### src/rtl/dvs_ravens_pkg.sv
// Shared DVS/RAVENS types: event field widths, packed event record, FIFO default depth.
// Ports: none (package). Provides dvs_event_t and the helper make_dvs_event().
// Imported by the event FIFO, its storage and its handshake interface.
package dvs_ravens_pkg;

   localparam int DVS_X_ADDR_BITS      = 9;
   localparam int DVS_Y_ADDR_BITS      = 9;
   localparam int TIMESTAMP_US_BITS    = 32;
   localparam int DVS_EVENT_FIFO_DEPTH = 16;

   typedef struct packed {
      logic [TIMESTAMP_US_BITS-1:0] timestamp;
      logic [DVS_Y_ADDR_BITS-1:0]   y;
      logic [DVS_X_ADDR_BITS-1:0]   x;
      logic                         polarity;
   } dvs_event_t;

   function automatic dvs_event_t make_dvs_event(
      input logic [DVS_X_ADDR_BITS-1:0]   x,
      input logic [DVS_Y_ADDR_BITS-1:0]   y,
      input logic [TIMESTAMP_US_BITS-1:0] ts,
      input logic                         pol
   );
      dvs_event_t ev;
      ev.timestamp = ts;
      ev.y         = y;
      ev.x         = x;
      ev.polarity  = pol;
      return ev;
   endfunction

endpackage

### src/rtl/dvs_event_fifo_if.sv
// Event stream bundle: AER-side write strobe with event fields, RAVENS-side valid/ready head.
// Ports: in_valid/in_x/in_y/in_timestamp/in_polarity (producer), out_* plus out_ready (consumer).
// master = testbench/producer+consumer view, slave = FIFO view.
interface dvs_event_fifo_if;
   import dvs_ravens_pkg::*;

   logic                         in_valid;
   logic [DVS_X_ADDR_BITS-1:0]   in_x;
   logic [DVS_Y_ADDR_BITS-1:0]   in_y;
   logic [TIMESTAMP_US_BITS-1:0] in_timestamp;
   logic                         in_polarity;

   logic                         out_valid;
   logic                         out_ready;
   logic [DVS_X_ADDR_BITS-1:0]   out_x;
   logic [DVS_Y_ADDR_BITS-1:0]   out_y;
   logic [TIMESTAMP_US_BITS-1:0] out_timestamp;
   logic                         out_polarity;

   modport master (
      output in_valid, in_x, in_y, in_timestamp, in_polarity, out_ready,
      input  out_valid, out_x, out_y, out_timestamp, out_polarity
   );

   modport slave (
      input  in_valid, in_x, in_y, in_timestamp, in_polarity, out_ready,
      output out_valid, out_x, out_y, out_timestamp, out_polarity
   );

endinterface

### src/rtl/dvs_event_fifo_mem.sv
// Event storage: register array, synchronous write port, asynchronous read port.
// Ports: clk, we_i/waddr_i/wdata_i (write), raddr_i -> rdata_o (combinational read).
// Contents are not reset; the owner gates the read data while the queue is empty.
module dvs_event_fifo_mem
   import dvs_ravens_pkg::*;
#(
   parameter int DEPTH = DVS_EVENT_FIFO_DEPTH,
   parameter int AW    = $clog2(DEPTH)
) (
   input  logic          clk,
   input  logic          we_i,
   input  logic [AW-1:0] waddr_i,
   input  dvs_event_t    wdata_i,
   input  logic [AW-1:0] raddr_i,
   output dvs_event_t    rdata_o
);

   dvs_event_t mem_q [DEPTH];

   always_ff @(posedge clk) begin
      if (we_i) begin
         mem_q[waddr_i] <= wdata_i;
      end
   end

   assign rdata_o = mem_q[raddr_i];

endmodule

### src/rtl/dvs_event_fifo.sv
// DVS event FIFO between the AER receiver and the RAVENS spike interface; first-word fall-through.
// Ports: clk, rst (sync, active-high), bus (event in / head out), clear_stats, occupancy,
// almost_full, overflow, drop_count. Write-to-out_valid latency 1 cycle; writes while full are dropped and counted.
module dvs_event_fifo
   import dvs_ravens_pkg::*;
#(
   parameter int DEPTH             = DVS_EVENT_FIFO_DEPTH,
   parameter int ALMOST_FULL_LEVEL = 12,
   parameter int DROP_CNT_BITS     = 16
) (
   input  logic                     clk,
   input  logic                     rst,
   dvs_event_fifo_if.slave          bus,
   input  logic                     clear_stats,
   output logic [$clog2(DEPTH):0]   occupancy,
   output logic                     almost_full,
   output logic                     overflow,
   output logic [DROP_CNT_BITS-1:0] drop_count
);

   localparam int AW = $clog2(DEPTH);
   localparam int PW = AW + 1;

   logic [PW-1:0]            wr_ptr_q, wr_ptr_d;
   logic [PW-1:0]            rd_ptr_q, rd_ptr_d;
   logic [PW-1:0]            occ_q, occ_d;
   logic                     af_q, af_d;
   logic                     ovf_q, ovf_d;
   logic [DROP_CNT_BITS-1:0] drop_q, drop_d;

   logic       empty, full;
   logic       do_wr, do_rd, drop;
   dvs_event_t wr_ev, rd_ev, head_ev;

   // Pointers carry one extra wrap bit so full and empty are distinguishable
   // without a separate counter.
   assign empty = (wr_ptr_q == rd_ptr_q);
   assign full  = (wr_ptr_q[AW-1:0] == rd_ptr_q[AW-1:0]) &&
                  (wr_ptr_q[AW] != rd_ptr_q[AW]);

   // Fullness is judged on the registered state, so a read in the same cycle
   // does not make room for a write that arrives while full.
   assign do_wr = bus.in_valid && !full;
   assign drop  = bus.in_valid && full;
   assign do_rd = bus.out_ready && !empty;

   assign wr_ev = make_dvs_event(bus.in_x, bus.in_y, bus.in_timestamp, bus.in_polarity);

   always_comb begin
      wr_ptr_d = wr_ptr_q + PW'(do_wr);
      rd_ptr_d = rd_ptr_q + PW'(do_rd);
      occ_d    = wr_ptr_d - rd_ptr_d;
      af_d     = (occ_d >= PW'(ALMOST_FULL_LEVEL));
   end

   // A drop in the same cycle as clear_stats wins: the cleared counter
   // restarts at one and the sticky flag stays set.
   always_comb begin
      ovf_d  = ovf_q;
      drop_d = drop_q;
      if (drop) begin
         ovf_d = 1'b1;
         if (clear_stats) begin
            drop_d = DROP_CNT_BITS'(1);
         end else if (drop_q != {DROP_CNT_BITS{1'b1}}) begin
            drop_d = drop_q + DROP_CNT_BITS'(1);
         end
      end else if (clear_stats) begin
         ovf_d  = 1'b0;
         drop_d = '0;
      end
   end

   always_ff @(posedge clk) begin
      if (rst) begin
         wr_ptr_q <= '0;
         rd_ptr_q <= '0;
         occ_q    <= '0;
         af_q     <= 1'b0;
         ovf_q    <= 1'b0;
         drop_q   <= '0;
      end else begin
         wr_ptr_q <= wr_ptr_d;
         rd_ptr_q <= rd_ptr_d;
         occ_q    <= occ_d;
         af_q     <= af_d;
         ovf_q    <= ovf_d;
         drop_q   <= drop_d;
      end
   end

   dvs_event_fifo_mem #(
      .DEPTH (DEPTH),
      .AW    (AW)
   ) u_mem (
      .clk     (clk),
      .we_i    (do_wr),
      .waddr_i (wr_ptr_q[AW-1:0]),
      .wdata_i (wr_ev),
      .raddr_i (rd_ptr_q[AW-1:0]),
      .rdata_o (rd_ev)
   );

   // Head is a pure function of registered pointers and storage, so out_ready
   // has no combinational path to the outputs. Stale storage is masked when empty.
   assign head_ev = empty ? '0 : rd_ev;

   assign bus.out_valid     = !empty;
   assign bus.out_x         = head_ev.x;
   assign bus.out_y         = head_ev.y;
   assign bus.out_timestamp = head_ev.timestamp;
   assign bus.out_polarity  = head_ev.polarity;

   assign occupancy   = occ_q;
   assign almost_full = af_q;
   assign overflow    = ovf_q;
   assign drop_count  = drop_q;

endmodule

### src/flat_wrapper.sv
// flat-port wrapper written by rule: the top's interface ports become plain ports
module dvs_event_fifo_flat import dvs_ravens_pkg::*;
#(
   parameter int DEPTH             = DVS_EVENT_FIFO_DEPTH,
   parameter int ALMOST_FULL_LEVEL = 12,
   parameter int DROP_CNT_BITS     = 16
)
  (clk, rst, clear_stats, occupancy, almost_full, overflow, drop_count, bus_in_valid, bus_in_x, bus_in_y, bus_in_timestamp, bus_in_polarity, bus_out_ready, bus_out_valid, bus_out_x, bus_out_y, bus_out_timestamp, bus_out_polarity);
  dvs_event_fifo_if bus_i ();
  input  logic clk;
  input  logic rst;
  input  logic clear_stats;
  output logic [$clog2(DEPTH):0] occupancy;
  output logic almost_full;
  output logic overflow;
  output logic [DROP_CNT_BITS-1:0] drop_count;
  input wire logic [$bits(bus_i.in_valid)-1:0] bus_in_valid;
  input wire logic [$bits(bus_i.in_x)-1:0] bus_in_x;
  input wire logic [$bits(bus_i.in_y)-1:0] bus_in_y;
  input wire logic [$bits(bus_i.in_timestamp)-1:0] bus_in_timestamp;
  input wire logic [$bits(bus_i.in_polarity)-1:0] bus_in_polarity;
  input wire logic [$bits(bus_i.out_ready)-1:0] bus_out_ready;
  output wire logic [$bits(bus_i.out_valid)-1:0] bus_out_valid;
  output wire logic [$bits(bus_i.out_x)-1:0] bus_out_x;
  output wire logic [$bits(bus_i.out_y)-1:0] bus_out_y;
  output wire logic [$bits(bus_i.out_timestamp)-1:0] bus_out_timestamp;
  output wire logic [$bits(bus_i.out_polarity)-1:0] bus_out_polarity;
  assign bus_i.in_valid = bus_in_valid;
  assign bus_i.in_x = bus_in_x;
  assign bus_i.in_y = bus_in_y;
  assign bus_i.in_timestamp = bus_in_timestamp;
  assign bus_i.in_polarity = bus_in_polarity;
  assign bus_i.out_ready = bus_out_ready;
  assign bus_out_valid = bus_i.out_valid;
  assign bus_out_x = bus_i.out_x;
  assign bus_out_y = bus_i.out_y;
  assign bus_out_timestamp = bus_i.out_timestamp;
  assign bus_out_polarity = bus_i.out_polarity;
  dvs_event_fifo #(.DEPTH(DEPTH), .ALMOST_FULL_LEVEL(ALMOST_FULL_LEVEL), .DROP_CNT_BITS(DROP_CNT_BITS)) u_core (.clk(clk), .rst(rst), .bus(bus_i), .clear_stats(clear_stats), .occupancy(occupancy), .almost_full(almost_full), .overflow(overflow), .drop_count(drop_count));
endmodule
### config.mk
export PLATFORM = sky130hd
export DESIGN_NAME = dvs_event_fifo_flat
export DESIGN_NICKNAME = d
export VERILOG_FILES = /design/src/rtl/dvs_ravens_pkg.sv /design/src/rtl/dvs_event_fifo_if.sv /design/src/rtl/dvs_event_fifo_mem.sv /design/src/rtl/dvs_event_fifo.sv /design/src/flat_wrapper.sv
export SDC_FILE = /design/constraint.sdc
export NUM_CORES = 1
export LEC_CHECK = 0
export CORE_MARGIN = 2
export CORE_UTILIZATION = 60
export CTS_CLUSTER_SIZE = 24
export DETAILED_ROUTE_END_ITERATION = 8
export PLACE_DENSITY = 0.79
export SKIP_LAST_GASP = 1
export SLEW_MARGIN = 20
export SYNTH_ARGS = -nofsm -noshare
export SYNTH_HDL_FRONTEND = slang
export SYNTH_SLANG_ARGS = --single-unit
### constraint.sdc
create_clock -name clk -period 6.9 [get_ports clk]
set_input_delay 1.38 -clock clk [delete_from_list [all_inputs] [get_ports clk]]
set_output_delay 1.38 -clock clk [all_outputs]
set_load 0.1 [all_outputs]
==> run summary <==
Status - finished clean
Worst setup SP type - flop
Initial DRT Pass Iterations - 5
Setup CP Type - flop to output pin
Total Nets Final - 1652
Worst VDD drop - 0.000220 V
Post-synth cell types - 62
Slew headroom - 25.9%
Leak Pwr - 11.4 nW
Post-route ant nets - 0
Vias in the first global route - 16200
Fill cell count - 3034
FF+latch area - 0.0252 mm²
DRC viols - 0
Area of the multi-input gates - 0.00752 mm²
Layout cells sized above 1 - 26.9%
Area leader, netlist - edfxtp_1
CTS tree - yes
Total CTS buffers - 82
Max H-tree Level - 3
Final hold vios - 0
Global placer's final weighted congestion - 0.753
Synthesized Nets - 1481
DIE AREA - 0.0569 mm²
Post-synth ARST share - 0%
CTS Buffer Depth - 3
WL per Instance - 31.5 µm
Crit-path max FO - 39
RSZ-0062 raised after global routing - false
Post-cts sizing count - 0
First-pass GRT wire length - 108 mm
#FFs+latches synth - 849
Top post-synthesis cells by area - edfxtp_1 74%, mux4_2 17%, dfxtp_1 2.0%
Fin area - 0.0378 mm²
EDFF count, synth - 816
Die boundary height - 239 µm
Fmax - 183 MHz
Arr. time, crit path - 4.09 ns
Dpl cell area - 0.0352 mm²
Yosys warning count - 0
Tcrit/Tclk final - 79.2%
Clock latency on the worst-skew pair - 0.63 ns
Antenna violations before repair - 8
Worst flop-to-flop path startpoint - u_core.rd_ptr_q[2]$_SDFF_PP0_
Initial DRC Count - 1733
DR vias - 15700
Final HPWL DP - 33.5 mm
Setup Fix Bufs, Post-CTS - 0
Gr ovfl total - 0
Post-synthesis instance total - 1419
Max-slew violations - 0
Area Overhead vs Synth - 14.4%
Worst EP required - 5.52 ns
Area share of the largest cell type after synthesis - 74.2%
Clock slew at reported path FFs - 0.06 ns
Crit. End Element - output pin
Root Buffer - clkbuf_16
Clk_skew - 0.0189 ns
Site Rows - 85
Starting Density - 61.0%
Pre-CTS WS - 2.05 ns
Final core occ - 69.8%
Count leader, synth - edfxtp_1
Hold wc startpoint - u_core.overflow$_SDFFE_PP0P_
Vias/cell - 6.68
Buffers on Ports - 130
Power Dens Cells - 331 mW/mm²
Final worst slack - 1.43 ns
Tot GR Track Use - 26.8%
Core area - 0.0541 mm²
Detailed Route WL - 74.1 mm
Largest net degree at the start of global routing - 96
Commonest cells post-synth - 816 x edfxtp_1, 255 x mux4_2, 52 x and2_1
Cts hold-fix bufs - 0
Final Power - 12.5 mW
Area of the mapped netlist - 0.0330 mm²
Die X-Extent - 239 µm
Critical Path Start - u_core.rd_ptr_q[2]$_SDFF_PP0_
Top_reg_cell synth - edfxtp_1
Final count of negative-setup-slack endpoints - 0
Clock sink count - 849
Type of the tightest min-delay check - flop to flop
Setup TNS Final - 0 ns
Mean post-synth cell area - 23.3 µm²
Sequential area share after synthesis - 76.2%
Ports - 131
Crit path time final - 5.47 ns
Max Cap Violations - 0
Worst-margin pin slew - 1.11 ns
[routing by layer]
layer	vias to the layer above	GRT usage, %	routed length, µm
met3	150	5.66	6460
met4	6	9.87	2110
li1	6356	-	-
met1	8259	36.5	27900
met2	977	43.6	37600
met5	-	0	37
[critical path, stage by stage (launching register included)]
cell             delay (ns)
dfxtp_4                0.75
buf_4                  0.85
mux4_2                 0.66
and2_1                 0.18
clkdlybuf4s50_1        0.97
[stage by stage]
step	std cells	hold WS [ns]
3_5_place_dp	2202	0.458
3_3_place_gp	2202	0.446
6_report	2357	0.470
2_1_floorplan	1419	0.500
5_1_grt	2356	0.485
4_1_cts	2352	0.466
[power breakdown]
part	internal, mW	total, mW	switching [mW]
clock	2.44	4.34	1.90
combinational	0.859	2.40	1.54
sequential	5.72	5.76	0.0412
[registers in the layout, indices dropped and copies added, names as in the netlist]
register            count
u_core.wr_ptr_q         5
u_core.overflow         1
u_core.rd_ptr_q         5
u_core.drop_count      16
u_core.almost_full      1
u_core.u_mem.mem_q    816
u_core.occupancy        5
[kinds of logic after synthesis]
kind of cell,after synthesis,synth area share [%]
AO/OA/AOI/OAI,35,0.860
buffers and inverters,79,1.36
flip-flops,849,76.2
XOR/XNOR,30,1.05
AND/OR/NAND/NOR,164,2.85
adder cells (fa/ha/maj),6,0.250
multiplexers,256,17.4
[cells in the final DEF (no fill, tap or decap), drive strengths merged, types with 5 or more instances in the layout]
cell / count
edfxtp: 816
mux4: 255
clkdlybuf4s50: 130
clkbuf: 100
and2: 52
nor2: 43
clkinv: 36
dfxtp: 33
buf: 31
xnor2: 21
nand2: 16
nor3: 15
a21oi: 12
nand3: 10
xor2: 9
inv: 9
bufinv: 6
diode: 5
ha: 5
nand4: 5
nor4: 5
[final cells by class]
class                      instances  area share, %
multi-input combinational        491           19.9
sequential                       849           66.7
clock buffer                     100           5.67
clock inverter                    50           1.15
inverter                           5         0.0497
antenna                            5         0.0331
tap                              696           2.31
timing repair buffer             161           4.19
[path summary, 6_finish.rpt]
kind / slack (ns) / cells after the start / end
min reg2reg: 0.47 / 2 / u_core.overflow$_SDFFE_PP0P_
min: 0.47 / 2 / u_core.overflow$_SDFFE_PP0P_
max reg2reg: 2.71 / 13 / u_core.almost_full$_SDFF_PP0_
max: 1.43 / 4 / bus_out_timestamp[4]
Note: power is estimated with default switching activity, not from simulation.
